$ cat src/rtl/dkongjr_wav_out.sv
// Wave-sample output stage: captures the sample ROM byte a fixed latency after
// each address strobe, applies a 2-bit volume scale and, when playback stops,
// ramps the output back to centre so the mixer never sees a step.
module dkongjr_wav_out #(
    parameter int unsigned ROM_LAT   = 2,
    parameter int unsigned FADE_STEP = 4
) (
    input  logic       I_CLK,
    input  logic       I_RSTn,
    input  logic [7:0] I_ROM_DB,
    input  logic       I_SMP_STB,
    input  logic       I_ACTIVE,
    input  logic [1:0] I_VOL,
    output logic [7:0] O_WAV,
    output logic       O_VALID,
    output logic       O_BUSY
);

    localparam logic signed [8:0] STEP9  = 9'(FADE_STEP);
    localparam logic        [7:0] CENTRE = 8'h80;

    typedef enum logic [1:0] {
        IDLE = 2'd0,
        PLAY = 2'd1,
        FADE = 2'd2
    } state_t;

    state_t             state;
    state_t             nxt_state;
    logic [ROM_LAT-1:0] stb_dly;
    logic               cap_c;
    logic signed [7:0]  s;
    logic signed [7:0]  nxt_s;
    logic signed [7:0]  raw_c;
    logic signed [7:0]  scaled_c;
    logic signed [7:0]  faded_c;
    logic signed [8:0]  s_ext_c;
    logic signed [8:0]  s_dn_c;
    logic signed [8:0]  s_up_c;

    assign cap_c = stb_dly[ROM_LAT-1];

    // Strobe delay line: one bit per outstanding ROM access, so overlapping strobes each capture.
    always_ff @(posedge I_CLK or negedge I_RSTn) begin
        if (!I_RSTn) begin
            stb_dly <= '0;
        end else begin
            stb_dly[0] <= I_SMP_STB;
            for (int unsigned i = 1; i < ROM_LAT; i++) begin
                stb_dly[i] <= stb_dly[i-1];
            end
        end
    end

    // Offset-binary to signed, then volume scale by arithmetic shifts.
    always_comb begin
        raw_c    = {~I_ROM_DB[7], I_ROM_DB[6:0]};
        scaled_c = '0;
        case (I_VOL)
            2'd3:    scaled_c = raw_c;
            2'd2:    scaled_c = raw_c - (raw_c >>> 2);
            2'd1:    scaled_c = raw_c >>> 1;
            default: scaled_c = '0;
        endcase
    end

    // One fade step toward zero, clamped so the ramp never crosses centre.
    always_comb begin
        s_ext_c = 9'(s);
        s_dn_c  = s_ext_c - STEP9;
        s_up_c  = s_ext_c + STEP9;
        faded_c = s;
        if (s > 8'sd0) begin
            faded_c = (s_dn_c < 9'sd0) ? 8'sd0 : 8'(s_dn_c);
        end else if (s < 8'sd0) begin
            faded_c = (s_up_c > 9'sd0) ? 8'sd0 : 8'(s_up_c);
        end
    end

    // Next-state and next-sample decode; everything advances only on a capture.
    always_comb begin
        nxt_state = state;
        nxt_s     = s;
        if (cap_c) begin
            case (state)
                IDLE: begin
                    if (I_ACTIVE) begin
                        nxt_state = PLAY;
                        nxt_s     = scaled_c;
                    end else begin
                        nxt_s     = '0;
                    end
                end
                PLAY: begin
                    if (I_ACTIVE) begin
                        nxt_s     = scaled_c;
                    end else begin
                        nxt_state = FADE;
                    end
                end
                FADE: begin
                    if (I_ACTIVE) begin
                        nxt_state = PLAY;
                        nxt_s     = scaled_c;
                    end else begin
                        nxt_s     = faded_c;
                        if (faded_c == 8'sd0) begin
                            nxt_state = IDLE;
                        end
                    end
                end
                default: begin
                    nxt_state = IDLE;
                    nxt_s     = '0;
                end
            endcase
        end
    end

    // State, sample and registered outputs.
    always_ff @(posedge I_CLK or negedge I_RSTn) begin
        if (!I_RSTn) begin
            state   <= IDLE;
            s       <= '0;
            O_WAV   <= CENTRE;
            O_VALID <= 1'b0;
            O_BUSY  <= 1'b0;
        end else begin
            state   <= nxt_state;
            s       <= nxt_s;
            O_VALID <= cap_c;
            O_BUSY  <= (nxt_state != IDLE);
            if (cap_c) begin
                O_WAV <= 8'(nxt_s) + CENTRE;
            end
        end
    end

endmodule

$ cat config.mk
export PLATFORM = sky130hd
export DESIGN_NAME = dkongjr_wav_out
export DESIGN_NICKNAME = d
export VERILOG_FILES = /design/src/rtl/dkongjr_wav_out.sv
export SDC_FILE = /design/constraint.sdc
export NUM_CORES = 1
export LEC_CHECK = 0
export CAP_MARGIN = 20
export CORE_ASPECT_RATIO = 0.9
export CORE_UTILIZATION = 55
export DETAILED_ROUTE_END_ITERATION = 10
export GPL_TIMING_DRIVEN = 0
export PLACE_DENSITY = 0.8
export SLEW_MARGIN = 0
export SYNTH_ARGS = -nofsm -noshare
export SYNTH_HDL_FRONTEND = slang
export SYNTH_SLANG_ARGS = --single-unit
$ cat constraint.sdc
create_clock -name I_CLK -period 3.12 [get_ports I_CLK]
set_input_delay 0.624 -clock I_CLK [delete_from_list [all_inputs] [get_ports I_CLK]]
set_output_delay 0.624 -clock I_CLK [all_outputs]
set_load 0.05 [all_outputs]
==> results.sh <==
export IMPL_ctsHoldBuffers=0
export IMPL_num_antenna_cells=0
export IMPL_critical_path_fanouts_max=9
export IMPL_startpoint_type="register"
export IMPL_final_layout_size_suffix_gt1_share_pct=5.41
export IMPL_die_height_um=57.0
export IMPL_routed_via_count=1874
export IMPL_routed_wl_mm=4.73
export IMPL_numCtsBuffers=3
export IMPL_regToRegEndpoint="O_BUSY"
export IMPL_setup_reg_to_reg_worst_slack_ns=0.24
export IMPL_top_level_ports=24
export IMPL_end_kind="register"
export IMPL_yosysWarningCount=0
export IMPL_pwr_density_cell_nw_per_um2=569
export IMPL_run_status="finished clean"
export IMPL_postSynth_topFlopCell="dfrtp_1"
export IMPL_ctsLongestPathBuffers=2
export IMPL_relSlewSlack_pct=35.8
export IMPL_power_leakage_nw=0.945
export IMPL_synth_seq_area_share_pct=29.8
export IMPL_antenna_found_initial=0
export IMPL_vdd_ir_drop_max_v=0.000613
export IMPL_dpl_hpwl_mm=3.59
export IMPL_synthesis_area_per_instance_sq_um=7.97
export IMPL_reg2reg_from="s[3]"
export IMPL_yosys_cell_types_count=53
export IMPL_final_max_slew_viol_count=0
export IMPL_final_seq_area_sq_um=552
export IMPL_multiInputGateArea_sq_um=1140
export IMPL_finalHoldViolCount=0
export IMPL_clk_transition_reported_paths_ns=0.09
export IMPL_max_slew_worst_pin_slew_ns=0.960
export IMPL_first_pass_grt_wire_length_mm=8.08
export IMPL_worstPathRequired_ns=3.27
export IMPL_track_usage_pct=29.1
export IMPL_place_gp_congestion=0.955
export IMPL_synth_area_leader_cell="dfrtp_1"
export IMPL_flow_area_growth_from_synthesis_pct=19.1
export IMPL_post_synth_main_area_contributors="dfrtp_1, o21ai_0, ha_1"
export IMPL_cp_cell_sequence="clkbuf_1, inv_1, ha_1, mux2_2, and3_1, a311oi_2, o21ai_1, or3_1, o31a_1"
export IMPL_postSynth_asyncResetShare_pct=100
export IMPL_finalCriticalPeriod_ns=2.88
export IMPL_setup_total_negative_slack_ns=0
export IMPL_clock_insertion_delay_worst_skew_ns=0.27
export IMPL_cts_post_setup_buffers_inserted=0
export IMPL_timing_hold_worst_path_depth=0
export IMPL_rsz0062_at_grt="no"
export IMPL_worst_clock_skew_ns=0.00653
export IMPL_coreArea_sq_um=3140
export IMPL_p_total_mw=1.25
export IMPL_ctsHtreeMaxLevel=1
export IMPL_critical_path_n_buffers_inverters=2
export IMPL_worstRegToRegCells=9
export IMPL_max_clock_freq_mhz=347
export IMPL_clock_tree_root_cell="clkbuf_8"
export IMPL_mappedNetlistNets=256
export IMPL_final_period_utilization_pct=92.4
export IMPL_antenna_viol_nets_final=0
export IMPL_cts_tree="yes"
export IMPL_timing_hold_worst_class="register to register"
export IMPL_final_fill_count=266
export IMPL_via_per_inst=6.23
export IMPL_die_area_sq_um=3600
export IMPL_yosys_register_bits=22
export IMPL_worst_path_largest_cell_delay_ns=0.36
export IMPL_detailedRoute_firstIterationViolations=238
export IMPL_initial_core_util_pct=58.9
export IMPL_netlist_area_sq_um=1850
export IMPL_grt_max_degree=23
export IMPL_first_global_vias=1719
export IMPL_timing_hold_worst_endpoint="stb_dly[1]"
export IMPL_synth_cells=232
export IMPL_first_pass_iters=5
export IMPL_timing_final_setup_violations=0
export IMPL_global_route_overflow_total=0
export IMPL_edff_count_synth=0
export IMPL_wl_per_cell_um=15.7
export IMPL_drv_max_cap_violation_count=0
export IMPL_worstSetupPathType="register to register"
export IMPL_postCtsResizedCells=0
export IMPL_tritoncts_num_sinks=22
export IMPL_critical_path_top_delay_family="compound AO/OA/AOI/OAI gates"
export IMPL_cp_data_arrival_time_ns=3.03
export IMPL_io_buffer_count=23
export IMPL_hold_path_startpoint="stb_dly[0]"
export IMPL_worstSetupPathDepth=9
export IMPL_finish_net_count=284
export IMPL_dieWidth_um=63.1
export IMPL_critical_path_slowest_cell="or3_1"
export IMPL_area_share_of_the_largest_cell_type_after_synthesis_pct=28.4
export IMPL_drc_errors=0
export IMPL_core_rowCount=19
==> report_power, final <==
| part | total, mW | switching [mW] | internal [mW] | leakage, nW |
|---|---|---|---|---|
| Clock | 0.271 | 0.0991 | 0.172 | 0.0357 |
| Sequential | 0.383 | 0.0466 | 0.337 | 0.275 |
| Combinational | 0.600 | 0.369 | 0.231 | 0.634 |
==> flip-flops by register name, summed over array words and instances, names as in the netlist <==
| name | flops |
|---|---|
| state | 2 |
| O_WAV | 8 |
| O_VALID | 1 |
| s | 8 |
| stb_dly | 2 |
| O_BUSY | 1 |
==> logic make-up after synthesis <==
kind of cell	synth area share, %
compound gates	29.6
simple gates	21.5
buf+inv	8.25
flops	29.8
fa+ha+maj	7.17
mux	2.23
xor+xnor	1.42
==> Yosys cell counts (all sizes together), types with 3 or more instances <==
library cell / n
a211oi: 4
a21o: 5
a21oi: 13
and3: 5
buf: 4
clkbuf: 8
dfrtp: 21
ha: 9
inv: 24
mux2i: 3
nand2: 17
nand2b: 5
nand3: 10
nor2: 17
nor2b: 4
nor3: 7
o211ai: 4
o21ai: 25
o31ai: 5
xnor2: 3
==> placed cells by master (no fill, tap or decap), types with 3 or more instances in the layout <==
cell type | Yosys | layout
mux2i_1 | 3 | 3
inv_1 | 24 | 24
clkbuf_8 | 0 | 3
o211ai_1 | 4 | 4
dfrtp_1 | 21 | 21
ha_1 | 9 | 9
a21oi_1 | 13 | 13
nor2b_1 | 4 | 4
clkbuf_1 | 8 | 8
nand2b_1 | 5 | 5
nand2_1 | 17 | 17
a21o_1 | 5 | 5
xnor2_1 | 3 | 3
nor2_1 | 17 | 17
a211oi_1 | 4 | 4
nor3_1 | 7 | 7
o31ai_1 | 5 | 5
clkdlybuf4s50_1 | 0 | 23
nand3_1 | 9 | 9
o21ai_0 | 24 | 24
and3_1 | 5 | 5
==> final cells by class <==
type,instances,share of cell area (%)
well taps,42,2.39
clock buffers,3,1.87
flip-flops and latches,22,25.0
plain buffers,12,2.84
repair buffers,23,10.4
clock inverters,1,1.36
multi-input cells,174,52.0
inverters,24,4.09
==> per-layer routing <==
metal,track usage [%],routed length (um)
met5,0,0
met4,7.97,46
met3,4.00,358
met2,44.7,2000
met1,43.0,2320
==> worst max-delay path by stage <==
stage	to	slack, ns	startpoint
after floorplan	O_BUSY	0.71	s[3]
final	O_BUSY	0.24	s[3]
after global placement	s[6]	0.05	I_ROM_DB[2]
after global routing	O_BUSY	0.07	s[3]
after CTS	O_BUSY	0.27	s[3]
after detailed placement	O_WAV[6]	0.02	I_ROM_DB[2]
==> stage by stage <==
step	setup WS [ns]	hold slack, ns	instances	area [sq um]	util [%]
5_1_grt	0.0738	0.361	301	2200	70.2
4_1_cts	0.271	0.360	301	2200	70.2
2_1_floorplan	0.711	0.328	232	1850	-
3_3_place_gp	0.0485	0.335	297	2130	67.9
6_report	0.237	0.357	301	2200	70.2
3_5_place_dp	0.0210	0.341	297	2130	67.9
Note: power is estimated with default switching activity, not from simulation.
